File: src/rtl/lfsr_err_counter.sv
// -----------------------------------------------------------------------------
// lfsr_err_counter
// Saturating up-counter with synchronous clear. Clear has priority over
// increment; once all-ones the count holds.
//   clk    in   clock, rising edge
//   rst_i  in   asynchronous active-high reset
//   clr_i  in   synchronous clear
//   inc_i  in   increment enable
//   cnt_o  out  CNT_W-bit count
// -----------------------------------------------------------------------------
`timescale 1ns/1ps
module lfsr_err_counter #(
    parameter int CNT_W = 8
) (
    input  logic             clk,
    input  logic             rst_i,
    input  logic             clr_i,
    input  logic             inc_i,
    output logic [CNT_W-1:0] cnt_o
);

    logic [CNT_W-1:0] cnt_q;
    logic [CNT_W-1:0] cnt_d;

    always_comb begin
        cnt_d = cnt_q;
        if (clr_i) begin
            cnt_d = '0;
        end else if (inc_i && (cnt_q != '1)) begin
            cnt_d = cnt_q + 1'b1;
        end
    end

    always_ff @(posedge clk or posedge rst_i) begin
        if (rst_i) begin
            cnt_q <= '0;
        end else begin
            cnt_q <= cnt_d;
        end
    end

    assign cnt_o = cnt_q;

endmodule

File: config.mk
export PLATFORM = sky130hd
export DESIGN_NAME = lfsr_err_counter
export DESIGN_NICKNAME = d
export VERILOG_FILES = /design/src/rtl/lfsr_err_counter.sv
export SDC_FILE = /design/constraint.sdc
export NUM_CORES = 1
export LEC_CHECK = 0
export ABC_AREA = 1
export ABC_CLOCK_PERIOD_IN_PS = 2700
export CAP_MARGIN = 15
export CORE_AREA = 2 2 39 41
export CTS_CLUSTER_SIZE = 30
export DETAILED_ROUTE_END_ITERATION = 16
export DIE_AREA = 0 0 41 43
export GPL_TIMING_DRIVEN = 1
export PLACE_DENSITY = 0.64
export SYNTH_ARGS = -nofsm -noshare
export SYNTH_HDL_FRONTEND = slang
export SYNTH_SLANG_ARGS = --single-unit
File: constraint.sdc
create_clock -name clk -period 2.7 [get_ports clk]
set_input_delay 0.81 -clock clk [delete_from_list [all_inputs] [get_ports clk]]
set_output_delay 0.81 -clock clk [all_outputs]
set_load 0.03 [all_outputs]
==> results of run 1 <==
## cell usage after synthesis
cell type / number
nor2_4: 1
ha_1: 1
clkinv_4: 1
nand2_2: 2
nor2_1: 5
xnor2_1: 1
nand3_1: 5
inv_1: 10
o21ai_1: 1
nor2_2: 1
xor2_1: 3
nor3b_1: 1
dfrtp_1: 8
nand2_4: 2
a21oi_1: 2
nand2_1: 25
## final timing paths
path,endpoint,cells after the start
setup / recovery,cnt_o[5],1
min in group asynchronous,cnt_o[4]$_DFFE_PP0P_,2
setup reg to reg,cnt_o[3]$_DFFE_PP0P_,8
max in group asynchronous,cnt_o[3]$_DFFE_PP0P_,2
hold reg to reg,cnt_o[1]$_DFFE_PP0P_,2
hold / removal,cnt_o[1]$_DFFE_PP0P_,2
## metal layers
layer	share of wire [%]	vias to the layer above	track usage [%]
li1	-	238	-
met1	48	211	18.33
met2	45	9	21.88
met3	3.0	5	1.571
met4	4.5	0	14.00
met5	0	-	0
## tightest hold or removal path, cell delays in order, from the launching register on
cell	delay, ns
dfrtp_1	0.39
nand2_1	0.06
nand2_1	0.05
## metrics by stage
step	setup WS [ns]	instances	instance area, µm²
after floorplan	1.268	69	506.7
after global placement	0.7498	96	636.9
after detailed placement	0.7439	96	636.9
after CTS	0.4647	99	659.4
after global routing	0.4303	99	659.4
final	0.4624	99	659.4
## logic make-up (layout without fill, tap and decap cells)
kind of cell             Yosys count  after routing  synth area share [%]
AO/OA/AOI/OAI                      3              3                 2.962
flip-flops                         8              8                 39.51
adder cells (fa/ha/maj)            1              1                 2.469
buffers and inverters             11             25                 9.137
XOR/XNOR                           4              4                 6.915
AND/OR/NAND/NOR                   42             42                 39.01
## cells in the final DEF (no fill, tap or decap)
master,synthesis,layout
nand3_1,5,5
nor2_2,1,1
o21ai_1,1,1
nor3b_1,1,1
nand2_2,2,2
nand2_1,25,25
a21oi_1,2,2
ha_1,1,1
clkbuf_4,0,3
nor2_4,1,1
xor2_1,3,3
nand2_4,2,2
xnor2_1,1,1
nor2_1,5,5
clkinv_4,1,1
clkdlybuf4s50_1,0,11
inv_1,10,10
dfrtp_1,8,8
## final cells by class
cell class | instances | area (µm²)
Inverter | 11 | 46.29
Tap cell | 16 | 20.02
Multi-Input combinational cell | 50 | 260.3
Timing Repair Buffer | 11 | 110.1
Sequential cell | 8 | 200.2
Fill cell | 143 | 724.4
Clock buffer | 3 | 22.52
## power by group
part / switching [µW] / leakage, µW / internal, µW
clock network: 47.2 / 0.0000138 / 51.3
logic: 23.6 / 0.000220 / 16.2
registers: 4.26 / 0.000110 / 124
total: 75.0 / 0.000343 / 191
==> results.json, run 1 <==
{
  "cp_slowest_cell": "clkdlybuf4s50_1",
  "start_util_pct": 36.62,
  "cts_setup_buffers": 0,
  "final_util_pct": 47.65,
  "rsz0062_at_grt": "no",
  "routed_wl_um": 1042,
  "fin_tns_setup_ns": 0,
  "cts_root_buf": "clkbuf_4",
  "tightest_slew_ns": 0.3211,
  "synthDominantCellAreaShare_pct": 39.51,
  "core_area_um2": 1384,
  "ys_ff_latch": 8,
  "die-area_um2": 1763,
  "drt_iter0_drc": 12,
  "cap_violations": 0,
  "syn_nets": 74,
  "vias_per_cell": 4.677,
  "drv_slew": 0,
  "max_clock_freq_ghz": 0.4469,
  "hold_start": "cnt_o[1]$_DFFE_PP0P_",
  "grt_max_degree": 9,
  "hold_violations": 0,
  "regToRegSetupSlack_ns": 1.26,
  "overflow": 0,
  "vias": 463,
  "start_kind": "flop",
  "io_buffers": 11,
  "die_w_um": 41,
  "crit_path_end_kind": "output port",
  "cts_tree": "yes",
  "path_class": "reg2out",
  "ant_nets": 0,
  "path_clk_slew_ns": 0.06,
  "netlist_instances": 69,
  "period_needed_ns": 2.238,
  "ir_drop_v": 0.0002531,
  "dp_hpwl_um": 795.7,
  "first_pass_iters": 4,
  "synth_area_um2": 506.7,
  "r2r_start": "cnt_o[0]$_DFFE_PP0P_",
  "htreeDepth": 1,
  "final_nets": 90,
  "area_delta_synth_final_pct": 30.12,
  "die_h_um": 43,
  "finalCritPeriodShare_pct": 82.87,
  "globalplace.congestion": 0.7676,
  "synth_warnings": 0,
  "crit_start": "cnt_o[5]$_DFFE_PP0P_",
  "drc": 0,
  "cp_data_required_time_ns": 1.89,
  "ys_seq_area_share_pct": 39.51,
  "max_slew_margin_pct": 78.57,
  "largest_register_ff_count": 8,
  "synth.distinct_cells": 16,
  "grt_first_pass_wirelength_um": 1704,
  "avgSynthCellArea_um2": 7.344,
  "outcome": "finished, final reports clean",
  "clk_latency_ns": 0.27,
  "synth_area_leaders": "dfrtp_1, nand2_1, inv_1",
  "min_path_type": "reg2reg",
  "wl_per_cell_um": 10.53,
  "path_buf_inv": 1,
  "max_stage_delay_ns": 0.71,
  "grtUsageTotal_pct": 15.13,
  "cts-hold-fix-buffers": 0,
  "cts_buffers": 3,
  "hold_ws_ns": 0.5305,
  "leakage_uw": 0.0003429,
  "drive_gt1_share_pct": 12.05,
  "grt_pass1_vias": 415,
  "num_rows": 14,
  "cts.sinks": 8,
  "antenna_found_initial": 0,
  "critPathArrivalTime_ns": 1.43,
  "synth_area_leader_cell": "dfrtp_1",
  "p_total_uw": 266.2,
  "cp_max_fo": 6,
  "num_antenna_cells": 0,
  "crit_family": "buffers and inverters",
  "crit_chain": "clkdlybuf4s50_1",
  "power_density_nw_per_um2": 403.8,
  "ioPinCount": 12,
  "finalSetupViolations": 0,
  "ctsResizeCount": 0,
  "skew_ns": 0.01029,
  "clockBufferDepth": 2
}
Note: power is estimated with default switching activity, not from simulation.
==> run 2: changes to the inputs <==
- ABC_CLOCK_PERIOD_IN_PS: 2700 -> 2300
- clock period: 2.7 -> 2.3 ns (I/O delays scaled with it)
==> results.json, run 2 (synthesis results as in run 1) <==
{
  "rr_worst_depth": 8,
  "ctsResizeCount": 0,
  "area_delta_synth_final_pct": 30.12,
  "crit_path_end_kind": "output port",
  "finalSetupViolations": 0,
  "cp_slowest_cell": "clkdlybuf4s50_1",
  "outcome": "finished, final reports clean",
  "drc": 0,
  "drt_iter0_drc": 5,
  "fin_tns_setup_ns": 0,
  "vias_per_cell": 4.717,
  "cts_root_buf": "clkbuf_4",
  "globalplace.congestion": 0.7674,
  "cap_violations": 0,
  "start_kind": "flop",
  "min_path_type": "reg2reg",
  "vias": 467,
  "grtUsageTotal_pct": 15.03,
  "first_pass_iters": 4,
  "die_w_um": 41,
  "leakage_uw": 0.0003429,
  "period_needed_ns": 2.116,
  "routed_wl_um": 1018,
  "cts.sinks": 8,
  "die_h_um": 43,
  "wl_per_cell_um": 10.28,
  "layout_commonest_cell": "nand2_1",
  "rsz0062_at_grt": "no",
  "tightest_slew_ns": 0.3067,
  "finalCritPeriodShare_pct": 92.02,
  "crit_chain": "clkdlybuf4s50_1",
  "core_area_um2": 1384,
  "overflow": 0,
  "register_area_um2": 200.2,
  "drv_slew": 0,
  "htreeDepth": 1,
  "reg2reg_to": "cnt_o[6]$_DFFE_PP0P_",
  "dp_hpwl_um": 780.5,
  "grt_pass1_vias": 418,
  "clk_latency_ns": 0.26,
  "regToRegSetupSlack_ns": 0.90,
  "power_density_nw_per_um2": 468.5,
  "hold_violations": 0,
  "cts_tree": "yes",
  "whs_endpoint": "cnt_o[1]$_DFFE_PP0P_",
  "max_slew_margin_pct": 79.49,
  "n_fill_cell": 145,
  "r2r_start": "cnt_o[0]$_DFFE_PP0P_",
  "num_rows": 14,
  "drive_gt1_share_pct": 12.05,
  "die-area_um2": 1763,
  "cts-hold-fix-buffers": 0,
  "hold_depth": 2,
  "hold_start": "cnt_o[1]$_DFFE_PP0P_",
  "cp_max_fo": 6,
  "skew_ns": 0.002192,
  "path_buf_inv": 1,
  "crit_family": "buffers and inverters",
  "grt_first_pass_wirelength_um": 1683,
  "ir_drop_v": 0.0002155,
  "clockBufferDepth": 2,
  "path_clk_slew_ns": 0.05,
  "max_stage_delay_ns": 0.71,
  "final_nets": 90,
  "num_antenna_cells": 0,
  "cts_setup_buffers": 0,
  "final_cell_mix": "nand2_1, clkdlybuf4s50_1, inv_1",
  "path_class": "reg2out",
  "ant_nets": 0,
  "cp_data_required_time_ns": 1.61,
  "antenna_found_initial": 0,
  "multi_input_area_um2": 260.3,
  "cp.depth": 1,
  "critPathArrivalTime_ns": 1.43,
  "max_clock_freq_ghz": 0.4725,
  "io_buffers": 11,
  "largest_register_ff_count": 8,
  "ioPinCount": 12,
  "cts_buffers": 3,
  "start_util_pct": 36.62,
  "grt_max_degree": 9,
  "final_util_pct": 47.65
}
[run 2: cell counts in the layout (fill, tap and decap cells not counted)]
Identical to the previous run, type by type.
[run 2: worst max-delay path by stage]
stage	start	end	slack, ns
after floorplan	cnt_o[0]$_DFFE_PP0P_	cnt_o[4]$_DFFE_PP0P_	0.87
after global routing	cnt_o[5]$_DFFE_PP0P_	cnt_o[5]	0.13
after detailed placement	cnt_o[5]$_DFFE_PP0P_	cnt_o[5]	0.47
after global placement	cnt_o[5]$_DFFE_PP0P_	cnt_o[5]	0.47
final	cnt_o[5]$_DFFE_PP0P_	cnt_o[5]	0.18
after CTS	cnt_o[5]$_DFFE_PP0P_	cnt_o[5]	0.18
[run 2: layout make-up]
cell class / instances / area share (%)
inverters: 11 / 7.021
well taps: 16 / 3.036
clock buffers: 3 / 3.416
flip-flops and latches: 8 / 30.36
multi-input cells: 50 / 39.47
repair buffers: 11 / 16.70
[run 2: routing by layer]
| metal | share of wire, % | global-route usage, % | up-vias |
|---|---|---|---|
| met1 | 44 | 18.33 | 215 |
| met2 | 47 | 19.69 | 11 |
| met4 | 5.6 | 16.00 | 0 |
| met5 | 0 | 0 | - |
| li1 | - | - | 236 |
| met3 | 3.5 | 3.141 | 5 |
[run 2: where the power goes]
group | leakage, µW | total [µW] | switching [µW] | internal, µW
Clock | 0.0000138 | 112 | 52.2 | 60.0
Combinational | 0.000220 | 46.7 | 27.6 | 19.1
Sequential | 0.000110 | 150 | 4.78 | 145
[run 2: metrics by stage]
stage	power [µW]	hold WS [ns]	std cells	worst slack (ns)	area, µm²
after floorplan	179.8	0.5057	69	0.8684	506.7
after global placement	199.7	0.5123	96	0.4684	636.9
after detailed placement	200.0	0.5184	96	0.4665	636.9
after CTS	313.0	0.5327	99	0.1822	659.4
after global routing	325.1	0.5600	99	0.1343	659.4
final	308.9	0.5302	99	0.1835	659.4
==> run 3: changes to the inputs <==
- CAP_MARGIN: 15 -> 20
==> results of run 3 <==
Final layout, timing and power as in run 2 (identical DEF).
